<file path="src/rtl/rs_encoder_serial.sv">
// Serial systematic RS(7,5) encoder over GF(8) (x^3+x+1), generator x^2+6x+3, parallel codeword out.
// Latency: codeword valid 1 cycle after the K-th accepted message symbol.
// Backpressure: in_ready drops while a finished codeword waits for cw_ready; no bypass between blocks.
// Optional: define RS_ENC_ERR_INJECT_EN to add err_pos/err_val symbol-error injection at capture.
module rs_encoder_serial #(
  parameter int SYMBOL_WIDTH = 3,
  parameter int N            = 7,
  parameter int K            = 5
) (
  input  logic                        clk,
  input  logic                        reset,
  input  logic                        in_valid,
  output logic                        in_ready,
  input  logic [SYMBOL_WIDTH-1:0]     in_symbol,
  output logic                        cw_valid,
  input  logic                        cw_ready,
  output logic [N*SYMBOL_WIDTH-1:0]   codeword,
`ifdef RS_ENC_ERR_INJECT_EN
  input  logic [2:0]                  err_pos,
  input  logic [SYMBOL_WIDTH-1:0]     err_val,
`endif
  output logic [2:0]                  sym_count
);

  localparam int SW = SYMBOL_WIDTH;

  typedef enum logic {COLLECT = 1'b0, HOLD = 1'b1} state_t;

  // Multiply by alpha in the polynomial basis: x^3 folds back to x+1.
  function automatic logic [2:0] gf_mul2(input logic [2:0] a);
    return {a[1], a[0] ^ a[2], a[2]};
  endfunction

  // 3 = alpha + 1
  function automatic logic [2:0] gf_mul3(input logic [2:0] a);
    return gf_mul2(a) ^ a;
  endfunction

  // 6 = alpha^2 + alpha
  function automatic logic [2:0] gf_mul6(input logic [2:0] a);
    return gf_mul2(gf_mul2(a)) ^ gf_mul2(a);
  endfunction

  state_t              state_q, state_d;
  logic [SW-1:0]       r1_q, r1_d, r0_q, r0_d;
  logic [K*SW-1:0]     msg_q, msg_d;
  logic [2:0]          cnt_q, cnt_d;
  logic [N*SW-1:0]     cw_q, cw_d;
  logic [N*SW-1:0]     err_mask;

  logic [SW-1:0]       fb, r1_upd, r0_upd;
  logic                accept, last_sym, cw_take;

  // LFSR step for the symbol on the input and the handshake qualifiers.
  always_comb begin
    fb       = in_symbol ^ r1_q;
    r1_upd   = r0_q ^ gf_mul6(fb);
    r0_upd   = gf_mul3(fb);
    accept   = in_valid && in_ready;
    last_sym = accept && (cnt_q == 3'(K - 1));
    cw_take  = cw_valid && cw_ready;
  end

`ifdef RS_ENC_ERR_INJECT_EN
  // Error pattern: err_pos counts symbols from the LSB end starting at 1; 0 or out-of-range injects nothing.
  always_comb begin
    err_mask = '0;
    for (int i = 1; i <= N; i++) begin
      if (err_pos == 3'(i)) err_mask[(i-1)*SW +: SW] = err_val;
    end
  end
`else
  assign err_mask = '0;
`endif

  // FSM state register.
  always_ff @(posedge clk) begin
    if (reset) state_q <= COLLECT;
    else       state_q <= state_d;
  end

  // FSM next state: collect K symbols, then hold until the codeword is taken.
  always_comb begin
    state_d = state_q;
    case (state_q)
      COLLECT: if (last_sym) state_d = HOLD;
      HOLD:    if (cw_ready) state_d = COLLECT;
      default: state_d = COLLECT;
    endcase
  end

  // FSM outputs: handshakes depend on state only, so no comb path from cw_ready to in_ready.
  always_comb begin
    in_ready = (state_q == COLLECT);
    cw_valid = (state_q == HOLD);
  end

  // Datapath next state: LFSR/shift on accept, capture on the last symbol, clear after the codeword is taken.
  always_comb begin
    r1_d  = r1_q;
    r0_d  = r0_q;
    msg_d = msg_q;
    cnt_d = cnt_q;
    cw_d  = cw_q;
    if (accept) begin
      r1_d  = r1_upd;
      r0_d  = r0_upd;
      msg_d = {msg_q[(K-1)*SW-1:0], in_symbol};
      cnt_d = cnt_q + 3'd1;
    end
    if (last_sym) begin
      // Parity uses the post-update LFSR values so the K-th symbol is included.
      cw_d = {msg_q[(K-1)*SW-1:0], in_symbol, r1_upd, r0_upd} ^ err_mask;
    end
    if (cw_take) begin
      r1_d  = '0;
      r0_d  = '0;
      cnt_d = '0;
    end
  end

  // Datapath registers.
  always_ff @(posedge clk) begin
    if (reset) begin
      r1_q  <= '0;
      r0_q  <= '0;
      msg_q <= '0;
      cnt_q <= '0;
      cw_q  <= '0;
    end else begin
      r1_q  <= r1_d;
      r0_q  <= r0_d;
      msg_q <= msg_d;
      cnt_q <= cnt_d;
      cw_q  <= cw_d;
    end
  end

  assign codeword  = cw_q;
  assign sym_count = cnt_q;

endmodule

</file>
<file path="config.mk">
export PLATFORM = sky130hd
export DESIGN_NAME = rs_encoder_serial
export DESIGN_NICKNAME = d
export VERILOG_FILES = /design/src/rtl/rs_encoder_serial.sv
export SDC_FILE = /design/constraint.sdc
export NUM_CORES = 1
export LEC_CHECK = 0
export BUFFER_PORTS_ARGS = -buffer_cell sky130_fd_sc_hd__buf_2
export CAP_MARGIN = 20
export CORE_AREA = 2 2 78 80
export DETAILED_ROUTE_END_ITERATION = 10
export DIE_AREA = 0 0 80 82
export PLACE_DENSITY_LB_ADDON = 0.05
export SLEW_MARGIN = 20
export SYNTH_ARGS = -nofsm -noshare
export SYNTH_HDL_FRONTEND = slang
export SYNTH_SLANG_ARGS = --single-unit
</file>
<file path="constraint.sdc">
create_clock -name clk -period 3.2 [get_ports clk]
set_input_delay 0.48 -clock clk [delete_from_list [all_inputs] [get_ports clk]]
set_output_delay 0.48 -clock clk [all_outputs]
set_load 0.05 [all_outputs]
</file>
Word-level counts from Yosys, hierarchy flattened
Index checks and enable logic that the tools add are counted.

storage, ports and cells
  memory bits (read-only) = 0
  memory bits (writable) = 0
  latch bits = 0
  memories = 0
  output and inout bits = 26
  flip-flop bits (word level) = 43

cells by class
  bitwise gates (word level) = 7
  add/subtract/negate cells = 1
  reduce and logical (&&, ||, !) cells = 4
  shift-type cells = 0
  equal/unequal tests = 1
  multiply operators = 0
  $lt $le $gt $ge = 0
  muxes and demuxes = 3
  divide/modulo/power cells = 0

operator list
  cell                   count
  $xor A3 B3 Y3          4
  $add A3 B1 Y3 const B  1
  $eq A3 B3 Y1 const B   1
  $logic_and A1 B1 Y1    3
  $mux W1                2
  $pmux W1 S2            1
  $reduce_or A2 Y1       1
  $xor A1 B1 Y1          2
  $not A1 Y1             1

Depth between registers and ports, before layout
Gate-level depths: netlist of run 1.

  depth after elaboration = 5
  depth in mapped cells = 6
  depth with buffers taken out = 5

Least setup slack after synthesis of run 1
OpenSTA, ideal clock, no wires.

  kind = reg-to-reg
  start point = reg state_q (netlist: cw_valid)
  end point = reg msg_q[10]
  cell stages (with the launch flop) = 6
  slack = 1.291 ns
  required time = 3.130 ns
  clock period less this slack = 1.909 ns
  arrival = 1.839 ns
  setup time = 0.070 ns
  cell sequence = dfxtp_1 > inv_1 > nand2_1 > clkbuf_1 > nand2_1 > a21oi_1

on the way
  longest elaborated chain between the ends = 2

RTL lines
  item                    RTL line  text
  from (decl)             44        state_t state_q, state_d;
  from (signal assigned)  79        else state_q <= state_d;
  $not A1 Y1              n/a
  via in_ready            13        output logic in_ready,
  $logic_and A1 B1 Y1     59        accept = in_valid && in_ready;
  to (signal assigned)    133       msg_q <= msg_d;
  to (decl)               46        logic [K*SW-1:0] msg_q, msg_d;

The timed path passes the listed nets, and every way through them passes these cells.
A chain may end at the register's enable or synchronous reset.

Worst setup path in the final report of run 1
  start point = reg state_q (netlist: cw_valid)
  end point = reg cw_q[3] (netlist: codeword[3])

on the way
  longest elaborated chain between the ends = 3

RTL lines
  item                  RTL line  text
  $not A1 Y1            n/a
  $logic_and A1 B1 Y1   59
  $logic_and A1 B1 Y1   60        last_sym = accept && (cnt_q == 3'(K - 1));
  to (signal assigned)  135       cw_q <= cw_d;
  to (decl)             48        logic [N*SW-1:0] cw_q, cw_d;

Every way passes these cells.

==> results of run 1 <==
worst min-delay path, stage by stage, from the launching register on:
cell and delay (ns):
dfxtp_1 0.31, nand2_1 0.05, a21oi_1 0.05
layout make-up:
class	instances	area (um^2)	share of cell area, %
flip-flops and latches	43	861	43.7
multi-input cells	138	748	38.0
repair buffers	33	168	8.51
well taps	75	93.8	4.76
clock buffers	6	82.6	4.19
inverters	3	11.3	0.572
clock inverters	1	5.00	0.254
registers in the layout, summed over array words and instances, names as in the netlist:
register	count
codeword	21
cw_valid	1
msg_q	12
r0_q	3
r1_q	3
sym_count	3
path summary, 6_finish.rpt:
kind | slack, ns | to | depth (start not counted) | from
min | 0.45 | codeword[19]$_SDFFE_PP0P_ | 2 | codeword[19]$_SDFFE_PP0P_
max | 1.24 | codeword[3]$_SDFFE_PP0P_ | 4 | cw_valid$_SDFF_PP0_
min reg2reg | 0.45 | codeword[19]$_SDFFE_PP0P_ | 2 | codeword[19]$_SDFFE_PP0P_
max reg2reg | 1.24 | codeword[3]$_SDFFE_PP0P_ | 4 | cw_valid$_SDFF_PP0_
power breakdown:
| part | internal [W] | total (W) | switching, W |
|---|---|---|---|
| Combinational | 0.000142 | 0.000304 | 0.000162 |
| Clock | 0.000169 | 0.000352 | 0.000183 |
| Sequential | 0.000569 | 0.000597 | 0.0000281 |
| Total | 0.000880 | 0.00125 | 0.000373 |
stage by stage:
step	std cells	hold WS (ns)
2_1_floorplan	197	0.432
3_3_place_gp	292	0.443
3_5_place_dp	292	0.445
4_1_cts	299	0.456
5_1_grt	299	0.464
6_report	299	0.453
cell usage in the layout (no fill, tap or decap):
cell type	Yosys	routed
xnor2_1	8	8
clkinv_2	0	1
nor2_1	7	7
nor2b_1	1	1
and3_1	1	1
nand3b_1	2	2
a211oi_2	1	1
o31ai_1	3	3
xor2_1	3	3
buf_4	0	1
buf_2	3	32
or3_1	1	1
inv_1	3	3
nand2b_1	1	1
xnor2_2	1	1
ha_1	2	2
xnor3_1	1	1
clkbuf_8	0	6
a211oi_1	4	4
a21o_1	1	1
o21ai_0	2	2
nand2_1	62	62
xnor3_4	1	1
dfxtp_1	43	43
nand3_1	2	2
a21oi_1	34	34
layer usage:
layer | share of wire (%) | wire length, um
met2 | 46 | 1720
met1 | 49 | 1820
met3 | 4.0 | 152
met4 | 1.7 | 63
met5 | 0 | 0
kinds of logic after synthesis:
kind of cell | count (synthesis) | synth area share (%)
and+or+nand+nor | 77 | 18.4
buffers and inverters | 16 | 4.24
xor gates and xnor gates | 14 | 9.61
DFF | 43 | 51.2
adders and majority gates | 2 | 1.49
AOI/OAI and AO/OA | 45 | 15.0
==> results.sh, run 1 <==
export IMPL_port_buffers=32
export IMPL_synthesis_area_um2=1680
export IMPL_grt_busiest_layer="met2"
export IMPL_setup_ws_ns=1.24
export IMPL_die_y_um=82
export IMPL_finalSetupTns_ns=0
export IMPL_n_antenna_cell=0
export IMPL_avgSynthCellArea_um2=8.53
export IMPL_powerDensity_nw_per_um2=636
export IMPL_fp_dieW_um=80
export IMPL_clock_sinks=43
export IMPL_report_final_slew_viol_count=0
export IMPL_ios=33
export IMPL_final_period_utilization_pct=61.3
export IMPL_cts_tree="built"
export IMPL_grt_pass1_wl_um=6130
export IMPL_ys_seq_elements=43
export IMPL_synth_area_top_cells="dfxtp_1, nand2_1, a21oi_1"
export IMPL_viasPerCell=4.49
export IMPL_gp_congestion=0.730
export IMPL_p_total_w=0.00125
export IMPL_cp_max_fo=24
export IMPL_min_period_ns=1.96
export IMPL_maxSlewHeadroom_pct=42.0
export IMPL_drtPass1Iterations=4
export IMPL_ir_drop_mv=0.224
export IMPL_cp_top_family="simple AND/OR/NAND/NOR gates"
export IMPL_grt_overflow=0
export IMPL_core_area_um2=5750
export IMPL_rsz0062_at_grt="false"
export IMPL_cts_setup_buffers=0
export IMPL_synth_edf_count=0
export IMPL_worstMarginPinSlew_ns=0.867
export IMPL_finalClockSkew_ns=0.00318
export IMPL_final_nets=233
export IMPL_wl_um=3750
export IMPL_yosysTopAreaCellShare_pct=51.2
export IMPL_arrival_ns=2.16
export IMPL_syn_nets=206
export IMPL_yosysWarnings=0
export IMPL_end_kind="register"
export IMPL_rows=28
export IMPL_grt_pass1_vias=1270
export IMPL_hold_viol=0
export IMPL_drive_gt1_share_pct=19.2
export IMPL_ys_seq_area_share_pct=51.2
export IMPL_ctsResizeCount=0
export IMPL_path_clk_slew_ns=0.08
export IMPL_track_usage_pct=12.5
export IMPL_dieArea_um2=6560
export IMPL_slowest_stage="nand3_1"
export IMPL_required_ns=3.40
export IMPL_antenna_left=0
export IMPL_grt_use_met3_pct=4.07
export IMPL_outcome="finished clean"
export IMPL_antenna_found_initial=0
export IMPL_clock_tree_root_cell="clkbuf_8"
export IMPL_numCtsBuffers=5
export IMPL_finish_instance_area_um2=1970
export IMPL_cpPeakStageDelay_ns=0.66
export IMPL_drcViolationCount=0
export IMPL_cp_cell_sequence="nor2b_1, buf_4, nand3_1, o31ai_1"
export IMPL_dpl_hpwl_um=2520
export IMPL_use_met2_pct=20.9
export IMPL_leakage_nw=0.779
export IMPL_grt_max_degree=39
export IMPL_syn_to_final_growth_pct=17.2
export IMPL_path_buf_inv=1
export IMPL_worst_skew_pair_late_latency_ns=0.30
export IMPL_worst_hold_path_type="reg2reg"
export IMPL_initial_core_util_pct=29.2
export IMPL_met1_usage_pct=14.8
export IMPL_wire_per_inst_um=12.6
export IMPL_async_flop_share_pct=0
export IMPL_place_area_um2=1880
export IMPL_synthCells=197
export IMPL_drv_cap=0
export IMPL_synthTopCellsByCount="nand2_1, dfxtp_1, a21oi_1"
export IMPL_setup_viol=0
export IMPL_post_synth_top_count_cell="nand2_1"
export IMPL_max_freq_mhz=510
export IMPL_ys_flop_type="dfxtp_1"
export IMPL_cts_max_level=2
export IMPL_drt_iter0_drc=31
export IMPL_num_vias=1344
export IMPL_synth_cell_types=25
export IMPL_nFillCells=644
export IMPL_cp_start_kind="register"
export IMPL_ctsHoldBuffers=0
export IMPL_yosys_area_top_type="dfxtp_1"
export IMPL_pre_cts_slack_ns=0.951
export IMPL_worstSetupPathType="reg2reg"
export IMPL_clk_path_buf_depth=2
export IMPL_fin_util_pct=34.3
Power figures use the tool's default switching activity.
==> run 2, diff against run 1 <==
==> constraint.sdc (replaced) <==
create_clock -name clk -period 1.92 [get_ports clk]
set_input_delay 0.288 -clock clk [delete_from_list [all_inputs] [get_ports clk]]
set_output_delay 0.288 -clock clk [all_outputs]
set_load 0.05 [all_outputs]
==> run 2 against run 1 <==
Net effect:
- cell area increased by 3.4%
- fmax grew 30%
- critical path type unchanged
- cell count up 2.0%
==> results.sh, run 2 (synthesized netlist as in run 1, its figures left out) <==
export IMPL_worst_skew_pair_late_latency_ns=0.29
export IMPL_pre_cts_slack_ns=0.327
export IMPL_finalClockSkew_ns=0.00439
export IMPL_final_cell_mix="nand2_1, dfxtp_1, a21oi_1"
export IMPL_worstReg2RegEnd="codeword[0]$_SDFFE_PP0P_"
export IMPL_arrival_ns=1.71
export IMPL_worst_hold_path_type="in2reg"
export IMPL_r2r_start="cw_valid$_SDFF_PP0_"
export IMPL_path_buf_inv=1
export IMPL_ctsHoldBuffers=0
export IMPL_final_nets=238
export IMPL_drtPass1Iterations=5
export IMPL_ir_drop_mv=0.338
export IMPL_clock_tree_root_cell="clkbuf_8"
export IMPL_wl_um=3780
export IMPL_grt_max_degree=23
export IMPL_gp_congestion=0.748
export IMPL_finalSetupTns_ns=0
export IMPL_holdPathEnd="msg_q[2]$_SDFFE_PP0P_"
export IMPL_final_period_utilization_pct=78.4
export IMPL_cp_max_fo=22
export IMPL_rsz0062_at_grt="false"
export IMPL_setup_ws_ns=0.416
export IMPL_grt_pass1_vias=1216
export IMPL_worstSetupPathType="reg2reg"
export IMPL_viasPerCell=4.43
export IMPL_core_area_um2=5750
export IMPL_fp_dieW_um=80
export IMPL_end_kind="register"
export IMPL_port_buffers=32
export IMPL_wire_per_inst_um=12.4
export IMPL_maxSlewHeadroom_pct=74.1
export IMPL_path_clk_slew_ns=0.08
export IMPL_powerDensity_nw_per_um2=1100
export IMPL_worst_r2r_setup_slack_ns=0.42
export IMPL_ios=33
export IMPL_setup_viol=0
export IMPL_dieArea_um2=6560
export IMPL_antenna_found_initial=0
export IMPL_grt_overflow=0
export IMPL_min_period_ns=1.50
export IMPL_cts_max_level=2
export IMPL_worst_r2r_path_depth=5
export IMPL_num_vias=1351
export IMPL_n_antenna_cell=0
export IMPL_track_usage_pct=12.7
export IMPL_clk_path_buf_depth=2
export IMPL_dpl_hpwl_um=2720
export IMPL_worstMarginPinSlew_ns=0.386
export IMPL_mostFrequentLayoutCell="nand2_1"
export IMPL_ctsResizeCount=0
export IMPL_drcViolationCount=0
export IMPL_clock_sinks=43
export IMPL_cp_start_kind="register"
export IMPL_report_final_slew_viol_count=0
export IMPL_cts_tree="built"
export IMPL_drt_iter0_drc=33
export IMPL_initial_core_util_pct=29.2
export IMPL_cp_cell_sequence="nor2b_1, and3_1, buf_4, nor2_1, a211oi_1"
export IMPL_rows=28
export IMPL_antenna_left=0
export IMPL_drive_gt1_share_pct=21.3
export IMPL_outcome="finished clean"
export IMPL_cp_top_family="simple AND/OR/NAND/NOR gates"
export IMPL_min_path_cells=3
export IMPL_drv_cap=0
export IMPL_grt_pass1_wl_um=6180
export IMPL_largest_register_ffs=21
export IMPL_hold_start="in_symbol[2]"
export IMPL_max_freq_mhz=665
export IMPL_numCtsBuffers=5
export IMPL_cts_setup_buffers=0
export IMPL_required_ns=2.12
export IMPL_leakage_nw=0.817
export IMPL_die_y_um=82
export IMPL_slowest_stage="dfxtp_1"
export IMPL_syn_to_final_growth_pct=21.2
export IMPL_cpPeakStageDelay_ns=0.36
export IMPL_hold_viol=0
-- run 2: changes by cell type in the layout (fill, tap and decap cells not counted), sizes merged --
cell / delta
bufinv: +1
buf: +5
-- run 2: where the power goes --
group          internal, W  switching, W  leakage [nW]
sequential        0.000948     0.0000477         0.349
clock             0.000421      0.000299        0.0612
combinational     0.000241      0.000283         0.407
total              0.00161      0.000630         0.817
-- run 2: layout make-up --
| type | instances | area (um^2) |
|---|---|---|
| Fill cell | 636 | 3710 |
| Sequential cell | 43 | 861 |
| Multi-Input combinational cell | 138 | 748 |
| Timing Repair Buffer | 38 | 205 |
| Tap cell | 75 | 93.8 |
| Clock buffer | 6 | 82.6 |
| Clock inverter | 2 | 35.0 |
| Inverter | 3 | 11.3 |
-- run 2: worst reg2reg max path: cells and delay by family (launching register included) --
kind                   cells  cell delay, ns
flip-flops                 1            0.36
buffers and inverters      1            0.25
AO/OA/AOI/OAI              1            0.21
AND/OR/NAND/NOR            3            0.60
-- run 2: layer usage --
| layer | share of wire (%) | vias to the layer above | GRT usage [%] |
|---|---|---|---|
| met2 | 48 | 25 | 20.9 |
| met4 | 1.5 | 0 | 4.58 |
| li1 | - | 707 | - |
| met5 | 0 | - | 0 |
| met3 | 3.9 | 5 | 4.07 |
| met1 | 46 | 614 | 15.5 |
-- run 2: per-stage QoR --
| stage | std cells | total power, W | cell area [um^2] | hold slack (ns) | utilization, % |
|---|---|---|---|---|---|
| floorplan | 197 | 0.00142 | 1680 | 0.424 | - |
| global placement | 297 | 0.00154 | 1920 | 0.445 | 33.4 |
| detailed placement | 297 | 0.00154 | 1920 | 0.447 | 33.4 |
| CTS | 305 | 0.00227 | 2040 | 0.270 | 35.5 |
| global route | 305 | 0.00236 | 2040 | 0.275 | 35.5 |
| finish | 305 | 0.00224 | 2040 | 0.277 | 35.5 |
-- run 2: worst max path at each step --
| stage | start | to | slack, ns | depth (start not counted) |
|---|---|---|---|---|
| 6_report | cw_valid$_SDFF_PP0_ | codeword[0]$_SDFFE_PP0P_ | 0.42 | 5 |
| 5_1_grt | cw_valid$_SDFF_PP0_ | codeword[2]$_SDFFE_PP0P_ | 0.26 | 5 |
| 4_1_cts | cw_valid$_SDFF_PP0_ | codeword[0]$_SDFFE_PP0P_ | 0.38 | 5 |
| 3_5_place_dp | in_symbol[2] | codeword[5]$_SDFFE_PP0P_ | 0.33 | 5 |
| 3_3_place_gp | in_symbol[2] | codeword[5]$_SDFFE_PP0P_ | 0.32 | 5 |
| 2_1_floorplan | cw_valid$_SDFF_PP0_ | msg_q[10]$_SDFFE_PP0P_ | 0.01 | 5 |
==> run 3, diff against run 2 <==
--- a/config.mk
+++ b/config.mk
@@ -5,11 +5,12 @@
 export SDC_FILE = /design/constraint.sdc
 export NUM_CORES = 1
 export LEC_CHECK = 0
+export ABC_AREA = 1
 export BUFFER_PORTS_ARGS = -buffer_cell sky130_fd_sc_hd__buf_2
 export CAP_MARGIN = 20
-export CORE_AREA = 2 2 78 80
+export CORE_AREA = 2 2 80 82
 export DETAILED_ROUTE_END_ITERATION = 10
-export DIE_AREA = 0 0 80 82
+export DIE_AREA = 0 0 82 84
 export PLACE_DENSITY_LB_ADDON = 0.05
 export SLEW_MARGIN = 20
 export SYNTH_ARGS = -nofsm -noshare
==> constraint.sdc (replaced) <==
create_clock -name clk -period 1.3 [get_ports clk]
set_input_delay 0.195 -clock clk [delete_from_list [all_inputs] [get_ports clk]]
set_output_delay 0.195 -clock clk [all_outputs]
set_load 0.05 [all_outputs]
==> run 3 against run 2 <==
Net effect:
- clock-buffer cell count unchanged
- worst hold slack worse by 0.087 ns
- cell count up 18%
- critical path depth up 1
- critical path type unchanged
- cell area up 8.5%
- clock power up 18%
- fmax up 21%
- flip-flop and latch count unchanged
- via count up 15%
- synthesized cell count up 21%
- setup slack worse by 0.36 ns
==> results.sh, run 3 <==
export IMPL_async_flop_share_pct=0
export IMPL_dieArea_um2=6890
export IMPL_synth_fa_ha_area_share_pct=1.42
export IMPL_powerDensity_nw_per_um2=1220
export IMPL_yosys_area_top_type="dfxtp_1"
export IMPL_ys_flop_type="dfxtp_1"
export IMPL_ys_seq_elements=43
export IMPL_drt_iter0_drc=58
export IMPL_numCtsBuffers=5
export IMPL_yosysWarnings=0
export IMPL_crit_start="sym_count[0]$_SDFFE_PP0P_"
export IMPL_die_y_um=84
export IMPL_drtPass1Iterations=4
export IMPL_synth_area_top_cells="dfxtp_1, nor2_1, o21ai_0"
export IMPL_p_total_w=0.00271
export IMPL_end_kind="register"
export IMPL_avgSynthCellArea_um2=7.42
export IMPL_synthesis_area_um2=1770
export IMPL_ios=33
export IMPL_nFillCells=694
export IMPL_dpl_hpwl_um=2870
export IMPL_worst_r2r_path_depth=6
export IMPL_final_nets=291
export IMPL_finalSetupTns_ns=0
export IMPL_antenna_left=0
export IMPL_max_freq_mhz=807
export IMPL_fp_dieW_um=82
export IMPL_required_ns=1.50
export IMPL_track_usage_pct=12.9
export IMPL_cp_cell_sequence="inv_1, ha_2, nand3_4, buf_4, o21ai_0, nor2_1"
export IMPL_clock_tree_root_cell="clkbuf_8"
export IMPL_syn_nets=247
export IMPL_arrival_ns=1.43
export IMPL_port_buffers=32
export IMPL_muxShareOfSynthArea_pct=0
export IMPL_drv_cap=0
export IMPL_n_antenna_cell=0
export IMPL_path_clk_slew_ns=0.08
export IMPL_outcome="finished clean"
export IMPL_worstSetupPathType="reg2reg"
export IMPL_r2r_start="sym_count[0]$_SDFFE_PP0P_"
export IMPL_finalClockSkew_ns=0.0118
export IMPL_regArea_um2=877
export IMPL_largest_register_ffs=21
export IMPL_report_final_slew_viol_count=0
export IMPL_cp_top_family="flip-flops"
export IMPL_synthCells=238
export IMPL_min_period_ns=1.24
export IMPL_clk_path_buf_depth=2
export IMPL_cts_tree="built"
export IMPL_grt_pass1_vias=1389
export IMPL_clock_sinks=43
export IMPL_post_synth_top_count_cell="nor2_1"
export IMPL_synth_simple_area_share_pct=24.5
export IMPL_cpPeakStageDelay_ns=0.34
export IMPL_worst_hold_path_type="in2reg"
export IMPL_cp_max_fo=9
export IMPL_p_switching_w=0.000795
export IMPL_synth_xor_area_share_pct=0.992
export IMPL_synth_compound_area_share_pct=15.5
export IMPL_num_vias=1553
export IMPL_setup_viol=0
export IMPL_path_buf_inv=2
export IMPL_synth_edf_count=0
export IMPL_synthTopCellsByCount="nor2_1, dfxtp_1, o21ai_0"
export IMPL_wl_um=4130
export IMPL_cp_start_kind="register"
export IMPL_ctsHoldBuffers=0
export IMPL_worstMarginPinSlew_ns=0.252
export IMPL_final_cell_mix="nor2_1, dfxtp_1, buf_2"
export IMPL_antenna_found_initial=0
export IMPL_ys_seq_area_share_pct=48.8
export IMPL_wire_per_inst_um=11.5
export IMPL_drcViolationCount=0
export IMPL_cts_max_level=2
export IMPL_ir_drop_mv=0.461
export IMPL_hold_start="cw_ready"
export IMPL_min_path_cells=4
export IMPL_cp_depth=6
export IMPL_worst_skew_pair_late_latency_ns=0.30
export IMPL_syn_to_final_growth_pct=25.2
export IMPL_synth_top_family_by_area="simple AND/OR/NAND/NOR gates"
export IMPL_pwr_share_comb_pct=15.9
export IMPL_slowest_stage="dfxtp_4"
export IMPL_grt_max_degree=25
export IMPL_final_period_utilization_pct=95.3
export IMPL_hold_viol=0
export IMPL_maxSlewHeadroom_pct=83.3
export IMPL_leakage_nw=1.07
export IMPL_initial_core_util_pct=29.0
export IMPL_p_seq_share_pct=52.5
export IMPL_viasPerCell=4.31
export IMPL_grt_overflow=0
export IMPL_multi_input_area_um2=771
export IMPL_gp_congestion=0.733
export IMPL_mostFrequentLayoutCell="nor2_1"
export IMPL_p_int_w=0.00191
export IMPL_rsz0062_at_grt="true"
export IMPL_yosysTopAreaCellShare_pct=48.8
export IMPL_sw_frac_of_total_pct=29.4
export IMPL_rows=29
export IMPL_core_area_um2=6100
export IMPL_synth_cell_types=20
export IMPL_fin_util_pct=36.3
export IMPL_grt_pass1_wl_um=6690
export IMPL_drive_gt1_share_pct=29.0
export IMPL_clkPwrFrac_pct=31.5
[run 3: changes by cell type after synthesis, sizes merged, moves of 4 or more]
cell,previous run,this run
xnor2,9,0
a21oi,34,13
o21ai,2,34
nor2,7,60
inv,3,25
clkbuf,9,5
nand2,62,35
nand3,2,10
[run 3: cell families after synthesis]
| logic type | count (synthesis) |
|---|---|
| xor gates and xnor gates | 2 |
| DFF | 43 |
| AOI/OAI and AO/OA | 50 |
| buffers and inverters | 35 |
| adders and majority gates | 2 |
| and+or+nand+nor | 106 |
[run 3: worst paths after layout]
kind,end,slack [ns]
worst max-delay path,codeword[19]$_SDFFE_PP0P_,0.06
worst min-delay path,cw_valid$_SDFF_PP0_,0.19
worst max register to register,codeword[19]$_SDFFE_PP0P_,0.06
worst min register to register,sym_count[2]$_SDFFE_PP0P_,0.48
[run 3: worst reg2reg max path: stages (launching register included)]
cell     delay, ns
dfxtp_4       0.34
inv_1         0.08
ha_2          0.20
nand3_4       0.11
buf_4         0.19
o21ai_0       0.17
nor2_1        0.05
[run 3: per-layer routing]
| metal | share of wire, % | vias up | wire, um | global-route usage, % |
|---|---|---|---|---|
| met4 | 1.7 | 0 | 69 | 5.00 |
| met3 | 3.0 | 6 | 122 | 3.57 |
| met5 | 0 | - | 0 | 0 |
| met2 | 47 | 19 | 1930 | 20.8 |
| li1 | - | 838 | - | - |
| met1 | 48 | 690 | 2000 | 16.0 |
[run 3: area by class of cell]
type                    instances  area share (%)
repair buffers                 47            12.3
flip-flops and latches         43            39.7
multi-input cells             160            34.9
clock buffers                   6            3.28
well taps                      77            4.36
clock inverters                 2           0.566
inverters                      25            4.92
[run 3: power groups by stage]
stage | clock (W) | combinational [W] | sequential [W]
after floorplan | 0 | 0.000237 | 0.00149
after global placement | 0 | 0.000400 | 0.00145
after detailed placement | 0 | 0.000396 | 0.00145
after CTS | 0.000902 | 0.000397 | 0.00142
after global routing | 0.000972 | 0.000491 | 0.00143
final | 0.000853 | 0.000431 | 0.00142
[run 3: timing repair]
item / CTS / global route
resized for setup: 1 / 22
buffers inserted: 0 / 3
pin swaps: 0 / 4
setup endpoints to repair: 7 / 20
[run 3: stage by stage]
step                      hold slack, ns  cells  instance area [um^2]  setup WS, ns
after floorplan                    0.355    238                  1790        0.0113
after global placement             0.459    349                  2070       -0.0235
after detailed placement           0.468    349                  2070       0.00373
after CTS                          0.185    357                  2160        0.0127
after global routing               0.198    360                  2210       -0.0292
final                              0.189    360                  2210        0.0606
